<file path="src/rtl/rop_frag_sched.sv">
// rtl/rop_frag_sched.sv - per-fragment ROP sequencer driving the shared memory port and ds/blend handshakes
module rop_frag_sched (
  input  logic        i_clk,
  input  logic        i_reset,
  input  logic        i_frag_valid,
  output logic        o_frag_ready,
  input  logic [15:0] i_frag_pos_x,
  input  logic [15:0] i_frag_pos_y,
  input  logic [31:0] i_frag_color,
  input  logic [31:0] i_zbuf_addr,
  input  logic [31:0] i_zbuf_pitch,
  input  logic [31:0] i_cbuf_addr,
  input  logic [31:0] i_cbuf_pitch,
  input  logic [31:0] i_cbuf_mask,
  input  logic        i_ds_enable,
  input  logic        i_blend_enable,
  output logic        o_mem_req_valid,
  input  logic        i_mem_req_ready,
  output logic        o_mem_req_rw,
  output logic [31:0] o_mem_req_addr,
  output logic [31:0] o_mem_req_data,
  output logic [3:0]  o_mem_req_byteen,
  input  logic        i_mem_rsp_valid,
  output logic        o_mem_rsp_ready,
  input  logic [31:0] i_mem_rsp_data,
  output logic        o_ds_req_valid,
  input  logic        i_ds_req_ready,
  output logic [31:0] o_ds_req_zs,
  input  logic        i_ds_rsp_valid,
  input  logic        i_ds_rsp_pass,
  input  logic        i_ds_rsp_write,
  input  logic [31:0] i_ds_rsp_zs,
  output logic        o_blend_req_valid,
  input  logic        i_blend_req_ready,
  output logic [31:0] o_blend_req_dst,
  input  logic        i_blend_rsp_valid,
  input  logic [31:0] i_blend_rsp_color,
  output logic [31:0] o_frag_count,
  output logic [31:0] o_kill_count
);

  typedef enum logic [3:0] {
    S_IDLE, S_ZRD, S_ZWAIT, S_DSTEST, S_ZWR, S_CRD, S_CWAIT, S_BLEND, S_CWR
  } state_t;

  state_t      r_state;
  logic [31:0] r_zaddr;
  logic [31:0] r_caddr;
  logic [31:0] r_color;
  logic [31:0] r_mask;
  logic        r_blend_en;
  logic        r_pass;
  logic        r_wait;   // DSTEST/BLEND: request accepted, waiting for the result strobe

  logic [31:0] w_zaddr;
  logic [31:0] w_caddr;
  logic        w_in_idle;
  logic        w_blend_sel;
  logic [31:0] w_mask_sel;
  logic [31:0] w_caddr_sel;
  logic [31:0] w_color_sel;
  logic [3:0]  w_mask_be;
  state_t      w_cs_state;
  logic        w_cs_valid;
  logic [3:0]  w_cs_byteen;

  assign w_zaddr = i_zbuf_addr + 32'(i_frag_pos_y) * i_zbuf_pitch + {14'd0, i_frag_pos_x, 2'b00};
  assign w_caddr = i_cbuf_addr + 32'(i_frag_pos_y) * i_cbuf_pitch + {14'd0, i_frag_pos_x, 2'b00};

  // Entry into the colour stage happens from IDLE (live inputs) or after the ds stage (latched copies)
  assign w_in_idle   = (r_state == S_IDLE);
  assign w_blend_sel = w_in_idle ? i_blend_enable : r_blend_en;
  assign w_mask_sel  = w_in_idle ? i_cbuf_mask    : r_mask;
  assign w_caddr_sel = w_in_idle ? w_caddr        : r_caddr;
  assign w_color_sel = w_in_idle ? i_frag_color   : r_color;
  assign w_mask_be   = {|w_mask_sel[31:24], |w_mask_sel[23:16], |w_mask_sel[15:8], |w_mask_sel[7:0]};
  assign w_cs_state  = w_blend_sel ? S_CRD : S_CWR;
  assign w_cs_valid  = w_blend_sel | (|w_mask_sel);
  assign w_cs_byteen = w_blend_sel ? 4'hF : w_mask_be;

  // Sequencer FSM with all handshake outputs registered
  always_ff @(posedge i_clk or posedge i_reset) begin
    if (i_reset) begin
      r_state           <= S_IDLE;
      r_zaddr           <= 32'd0;
      r_caddr           <= 32'd0;
      r_color           <= 32'd0;
      r_mask            <= 32'd0;
      r_blend_en        <= 1'b0;
      r_pass            <= 1'b0;
      r_wait            <= 1'b0;
      o_frag_ready      <= 1'b1;
      o_mem_req_valid   <= 1'b0;
      o_mem_req_rw      <= 1'b0;
      o_mem_req_addr    <= 32'd0;
      o_mem_req_data    <= 32'd0;
      o_mem_req_byteen  <= 4'd0;
      o_mem_rsp_ready   <= 1'b0;
      o_ds_req_valid    <= 1'b0;
      o_ds_req_zs       <= 32'd0;
      o_blend_req_valid <= 1'b0;
      o_blend_req_dst   <= 32'd0;
      o_frag_count      <= 32'd0;
      o_kill_count      <= 32'd0;
    end else begin
      case (r_state)
        S_IDLE: if (i_frag_valid) begin
          o_frag_ready <= 1'b0;
          r_zaddr      <= w_zaddr;
          r_caddr      <= w_caddr;
          r_color      <= i_frag_color;
          r_mask       <= i_cbuf_mask;
          r_blend_en   <= i_blend_enable;
          if (i_ds_enable) begin
            r_state          <= S_ZRD;
            o_mem_req_valid  <= 1'b1;
            o_mem_req_rw     <= 1'b0;
            o_mem_req_addr   <= w_zaddr;
            o_mem_req_byteen <= 4'hF;
          end else begin
            r_state          <= w_cs_state;
            o_mem_req_valid  <= w_cs_valid;
            o_mem_req_rw     <= ~w_blend_sel;
            o_mem_req_addr   <= w_caddr_sel;
            o_mem_req_data   <= w_color_sel;
            o_mem_req_byteen <= w_cs_byteen;
          end
        end
        S_ZRD, S_CRD: if (i_mem_req_ready) begin
          o_mem_req_valid <= 1'b0;
          o_mem_rsp_ready <= 1'b1;
          r_state         <= (r_state == S_ZRD) ? S_ZWAIT : S_CWAIT;
        end
        S_ZWAIT: if (i_mem_rsp_valid) begin
          o_mem_rsp_ready <= 1'b0;
          o_ds_req_zs     <= i_mem_rsp_data;
          o_ds_req_valid  <= 1'b1;
          r_wait          <= 1'b0;
          r_state         <= S_DSTEST;
        end
        S_DSTEST: if (!r_wait) begin
          if (i_ds_req_ready) begin
            o_ds_req_valid <= 1'b0;
            r_wait         <= 1'b1;
          end
        end else if (i_ds_rsp_valid) begin
          r_wait <= 1'b0;
          r_pass <= i_ds_rsp_pass;
          if (i_ds_rsp_write) begin
            r_state          <= S_ZWR;
            o_mem_req_valid  <= 1'b1;
            o_mem_req_rw     <= 1'b1;
            o_mem_req_addr   <= r_zaddr;
            o_mem_req_data   <= i_ds_rsp_zs;
            o_mem_req_byteen <= 4'hF;
          end else if (i_ds_rsp_pass) begin
            r_state          <= w_cs_state;
            o_mem_req_valid  <= w_cs_valid;
            o_mem_req_rw     <= ~w_blend_sel;
            o_mem_req_addr   <= w_caddr_sel;
            o_mem_req_data   <= w_color_sel;
            o_mem_req_byteen <= w_cs_byteen;
          end else begin
            o_kill_count <= o_kill_count + 32'd1;
            o_frag_ready <= 1'b1;
            r_state      <= S_IDLE;
          end
        end
        S_ZWR: if (i_mem_req_ready) begin
          if (r_pass) begin
            r_state          <= w_cs_state;
            o_mem_req_valid  <= w_cs_valid;
            o_mem_req_rw     <= ~w_blend_sel;
            o_mem_req_addr   <= w_caddr_sel;
            o_mem_req_data   <= w_color_sel;
            o_mem_req_byteen <= w_cs_byteen;
          end else begin
            o_mem_req_valid <= 1'b0;
            o_kill_count    <= o_kill_count + 32'd1;
            o_frag_ready    <= 1'b1;
            r_state         <= S_IDLE;
          end
        end
        S_CWAIT: if (i_mem_rsp_valid) begin
          o_mem_rsp_ready   <= 1'b0;
          o_blend_req_dst   <= i_mem_rsp_data;
          o_blend_req_valid <= 1'b1;
          r_wait            <= 1'b0;
          r_state           <= S_BLEND;
        end
        S_BLEND: if (!r_wait) begin
          if (i_blend_req_ready) begin
            o_blend_req_valid <= 1'b0;
            r_wait            <= 1'b1;
          end
        end else if (i_blend_rsp_valid) begin
          r_wait           <= 1'b0;
          r_state          <= S_CWR;
          o_mem_req_valid  <= |r_mask;
          o_mem_req_rw     <= 1'b1;
          o_mem_req_addr   <= r_caddr;
          o_mem_req_data   <= i_blend_rsp_color;
          o_mem_req_byteen <= w_mask_be;
        end
        S_CWR: if (!o_mem_req_valid || i_mem_req_ready) begin
          o_mem_req_valid <= 1'b0;
          o_frag_count    <= o_frag_count + 32'd1;
          o_frag_ready    <= 1'b1;
          r_state         <= S_IDLE;
        end
        default: r_state <= S_IDLE;
      endcase
    end
  end

endmodule

</file>
<file path="config.mk">
export PLATFORM = sky130hd
export DESIGN_NAME = rop_frag_sched
export DESIGN_NICKNAME = d
export VERILOG_FILES = /design/src/rtl/rop_frag_sched.sv
export SDC_FILE = /design/constraint.sdc
export NUM_CORES = 2
export LEC_CHECK = 0
export ABC_CLOCK_PERIOD_IN_PS = 13100
export CELL_PAD_IN_SITES_DETAIL_PLACEMENT = 0
export CELL_PAD_IN_SITES_GLOBAL_PLACEMENT = 2
export CORE_MARGIN = 5
export CORE_UTILIZATION = 30
export CTS_CLUSTER_DIAMETER = 200
export DETAILED_ROUTE_END_ITERATION = 8
export PLACE_DENSITY = 0.75
export SLEW_MARGIN = 20
export SYNTH_ARGS = -nofsm -noshare
export SYNTH_HDL_FRONTEND = slang
export SYNTH_SLANG_ARGS = --single-unit
</file>
<file path="constraint.sdc">
create_clock -name i_clk -period 13.1 [get_ports i_clk]
set_input_delay 1.31 -clock i_clk [delete_from_list [all_inputs] [get_ports i_clk]]
set_output_delay 1.31 -clock i_clk [all_outputs]
set_load 0.02 [all_outputs]
</file>
==> summary.txt <==
Synth
  • Ys async rst share: 100%
  • Main synth FF type: dfrtp_1
  • EDFF count, synth: 0
  • Top-area cell type share of the netlist area: 34.4%
  • Syn_nets: 5461
  • Average cell area after synthesis: 9.51 sq um
  • Synth top area cells: fa_1, dfrtp_1, inv_1
  • Post-synthesis cell count: 4264
  • Mapped Area: 40600 sq um
  • Seq/Total Area, Yosys: 20.8%
  • Distinct cell type count after synthesis: 70
  • Cell taking the most area after synthesis: fa_1
  • Syn. warnings: 0
  • #FFs+latches synth: 337

Detailed routing
  • DR WL/cell: 21.8 um
  • Iter 0 DRT Violations: 1464
  • Post-route ant nets: 0
  • Post-Route WL: 142 mm
  • Number of vias per cell: 4.72
  • Vias: 30700
  • TritonRoute pass-1 iters: 7
  • DRC viols: 0

Die
  • Die span in y: 378 um
  • Die ar.: 143000 sq um
  • Die Wd: 378 um
  • Std-Cell Rows: 135
  • Starting Density: 30.1%
  • Ports: 535
  • Core Area: 135000 sq um

Setup path
  • Critical Path End Type: register
  • Reg2reg setup slack: 9.09 ns
  • Crit path buf inv count: 5
  • CP Launch Type: primary input
  • Critical path's top delay family: adder cells
  • RR Startpoint: r_state[1]
  • Most used cell along the critical path: fa_1
  • Crit path kind: primary input to register
  • End of the worst register-to-register path: o_frag_count[26]
  • Critical Path Stages: 23
  • Critical path peak fanout: 16
  • Crit path largest cell delay: 0.92 ns
  • Crit path max-delay cell type: clkdlybuf4s50_1
  • Cell Chain, Critical Path: clkdlybuf4s50_1, and2_1, fa_1, inv_1, fa_1, fa_1, inv_1, fa_1, fa_1, inv_1, fa_1, inv_1, ha_1, a21o_1, a21o_1, a211oi_1, o211ai_1, a31oi_1, a21oi_1, a21oi_1, mux2i_1, a221oi_1, nor2_1
  • Worst R2R Path Depth: 8
  • Worst path arrival time: 8.66 ns
  • WP data required: 13.59 ns

Clock network
  • Clock Latency Late Sink: 0.57 ns
  • Clock transition at the registers of the reported paths: 0.06 ns
  • Post-CTS Setup Repair Bufs: 0
  • Post-cts resize count: 0
  • Clock H-tree levels: 2
  • CTS tree: yes
  • TritonCTS Buffers: 36
  • CTS Buffer Depth: 3
  • CTS root buffer: clkbuf_16
  • Hold_buf cts: 0
  • CTS sink count: 337

Timing
  • Tightest Pin Transition: 1.04 ns
  • RSZ-0062 raised after global routing: false
  • Final Hold Fails: 0
  • Fin crit period: 8.17 ns
  • Total negative slack: 0 ns
  • Final setup fails: 0
  • Highest clock rate: 0.122 GHz
  • Final worst path period share: 62.4%
  • Final slew viol count: 0
  • Relative slew slack: 30.6%
  • Clock Skews: 0.0188 ns

Hold path
  • Hold Path Class: register to register
  • Hold endpoint: o_mem_req_rw
  • Hold Path Cell Cnt: 2
  • Hold path start: o_mem_req_rw

Finish
  • Final nets: 5880
  • Area grow syn2layout: 21.1%
  • Layout cell share with drive strength beyond 1: 7.13%

Job
  • Max Cap Viol: 0

Global route
  • Global-route wire length before repair: 212 mm
  • Pin count of the biggest net entering global routing: 109
  • GRT Total Usage: 19.7%
  • Number of global-route vias before repair: 32900
  • Initial antenna violation count: 16
  • Remaining global-route overflow: 0

Placement
  • DP Wirelength: 111 mm
  • Final RePlAce weighted congestion: 0.833
  • Port buffer count: 534

Outcome
  • Status: finished, final reports clean
==> per-layer routing <==
metal	track usage, %	part of all wire (%)
met2	34.5	49
met5	0	0.054
met1	24.8	42
met4	5.06	2.7
met3	4.14	7.0
==> worst max-delay path by stage <==
stage	start	end	slack, ns
2_1_floorplan	i_reset	o_blend_req_dst[0]	2.45
3_3_place_gp	i_cbuf_pitch[13]	o_mem_req_addr[30]	4.30
3_5_place_dp	i_cbuf_pitch[13]	o_mem_req_addr[24]	4.37
4_1_cts	i_cbuf_pitch[13]	o_mem_req_addr[24]	4.95
5_1_grt	i_cbuf_pitch[13]	o_mem_req_addr[24]	4.71
6_report	i_cbuf_pitch[13]	o_mem_req_addr[30]	4.93
==> per-stage QoR <==
stage                     instances  utilization (%)  setup slack (ns)  instance area (sq um)  hold WS (ns)
after floorplan                4264                -              2.45                  40600         0.447
after global placement         6425             35.4              4.30                  47800         0.455
after detailed placement       6425             35.4              4.37                  47800         0.460
after CTS                      6490             36.3              4.95                  49100         0.474
after global routing           6491             36.4              4.71                  49100         0.480
final                          6498             36.4              4.93                  49100         0.472
==> layout make-up <==
class / instances / area [sq um]
Antenna cell: 7 / 17.5
Clock buffer: 49 / 1020
Clock inverter: 16 / 228
Fill cell: 13900 / 85900
Inverter: 856 / 3220
Multi-Input combinational cell: 2860 / 28200
Sequential cell: 337 / 8430
Tap cell: 1781 / 2230
Timing Repair Buffer: 592 / 5760
==> registers in the layout, summed over array words and instances (netlist names), 4 cells and up <==
| signal | cells |
|---|---|
| o_ds_req_zs | 32 |
| r_state | 4 |
| o_frag_count | 32 |
| r_mask | 32 |
| r_caddr | 32 |
| r_color | 32 |
| o_mem_req_data | 32 |
| o_mem_req_addr | 32 |
| r_zaddr | 32 |
| o_kill_count | 32 |
| o_mem_req_byteen | 4 |
| o_blend_req_dst | 32 |
==> synthesized netlist by cell type, drive strengths merged, types with 3 or more instances <==
| cell type | n |
|---|---|
| o21ai | 91 |
| nor3 | 14 |
| a211o | 4 |
| buf | 11 |
| dfrtp | 336 |
| nor2b | 9 |
| o2111ai | 3 |
| and3 | 19 |
| nor2 | 91 |
| xor2 | 39 |
| o211ai | 6 |
| a222oi | 15 |
| o21bai | 8 |
| inv | 856 |
| and2 | 313 |
| a21oi | 99 |
| nand2 | 674 |
| nand2b | 17 |
| a211oi | 10 |
| nand4 | 15 |
| a21o | 29 |
| nor4 | 21 |
| clkbuf | 200 |
| xnor2 | 136 |
| o21a | 16 |
| or2 | 3 |
| o22ai | 4 |
| a32oi | 4 |
| and4 | 6 |
| nand3 | 47 |
| a31oi | 24 |
| a22oi | 9 |
| ha | 166 |
| fa | 698 |
| a221o | 3 |
| a221oi | 47 |
| or3 | 5 |
| mux2 | 182 |
| mux2i | 6 |
==> placed cells by master, fill, tap and decap left out, types with 5 or more instances in the layout <==
master / instances
buf_4: 60
nand3_1: 47
nor2_1: 89
diode_2: 7
dfrtp_1: 336
a211oi_1: 10
o21ai_1: 11
and2_1: 313
clkbuf_1: 6
fa_1: 698
nor2b_1: 9
inv_1: 854
mux2_2: 181
a31oi_1: 24
and3_1: 18
nand2_1: 671
nor3_1: 12
clkbuf_16: 36
a221oi_1: 47
a22oi_1: 9
o21bai_1: 7
mux2i_1: 6
nor4_1: 17
and4_1: 6
a21o_1: 28
a222oi_1: 15
or3_1: 5
xnor2_1: 136
clkbuf_8: 7
ha_1: 166
buf_2: 7
xor2_1: 39
nand2b_1: 17
clkdlybuf4s50_1: 524
o21a_1: 16
a21oi_1: 99
nand4_1: 15
o211ai_1: 6
o21ai_0: 80
==> worst reg2reg max path: stages (launching register included) <==
cell and delay [ns]:
dfrtp_1 0.65, nor2_2 0.48, nor4bb_1 0.90, nand3_1 0.26, nor3_1 0.44, nand3_1 0.27
nor3_1 0.58, nand4_1 0.19, xnor2_1 0.15
==> cell families (layout without fill, tap and decap cells) <==
kind of cell / count (synthesis) / in the layout / synth area share, %
AOI/OAI and AO/OA: 393 / 393 / 6.46
xor gates and xnor gates: 175 / 175 / 3.78
adders and majority gates: 864 / 864 / 39.6
buffers and inverters: 1067 / 1513 / 9.88
DFF: 337 / 337 / 20.8
muxes: 188 / 188 / 5.20
other: 0 / 7 / 0
and+or+nand+nor: 1240 / 1240 / 14.3
Power is not shown: default switching activity piles up to over one toggle a cycle in this logic, so the estimate is an artifact.
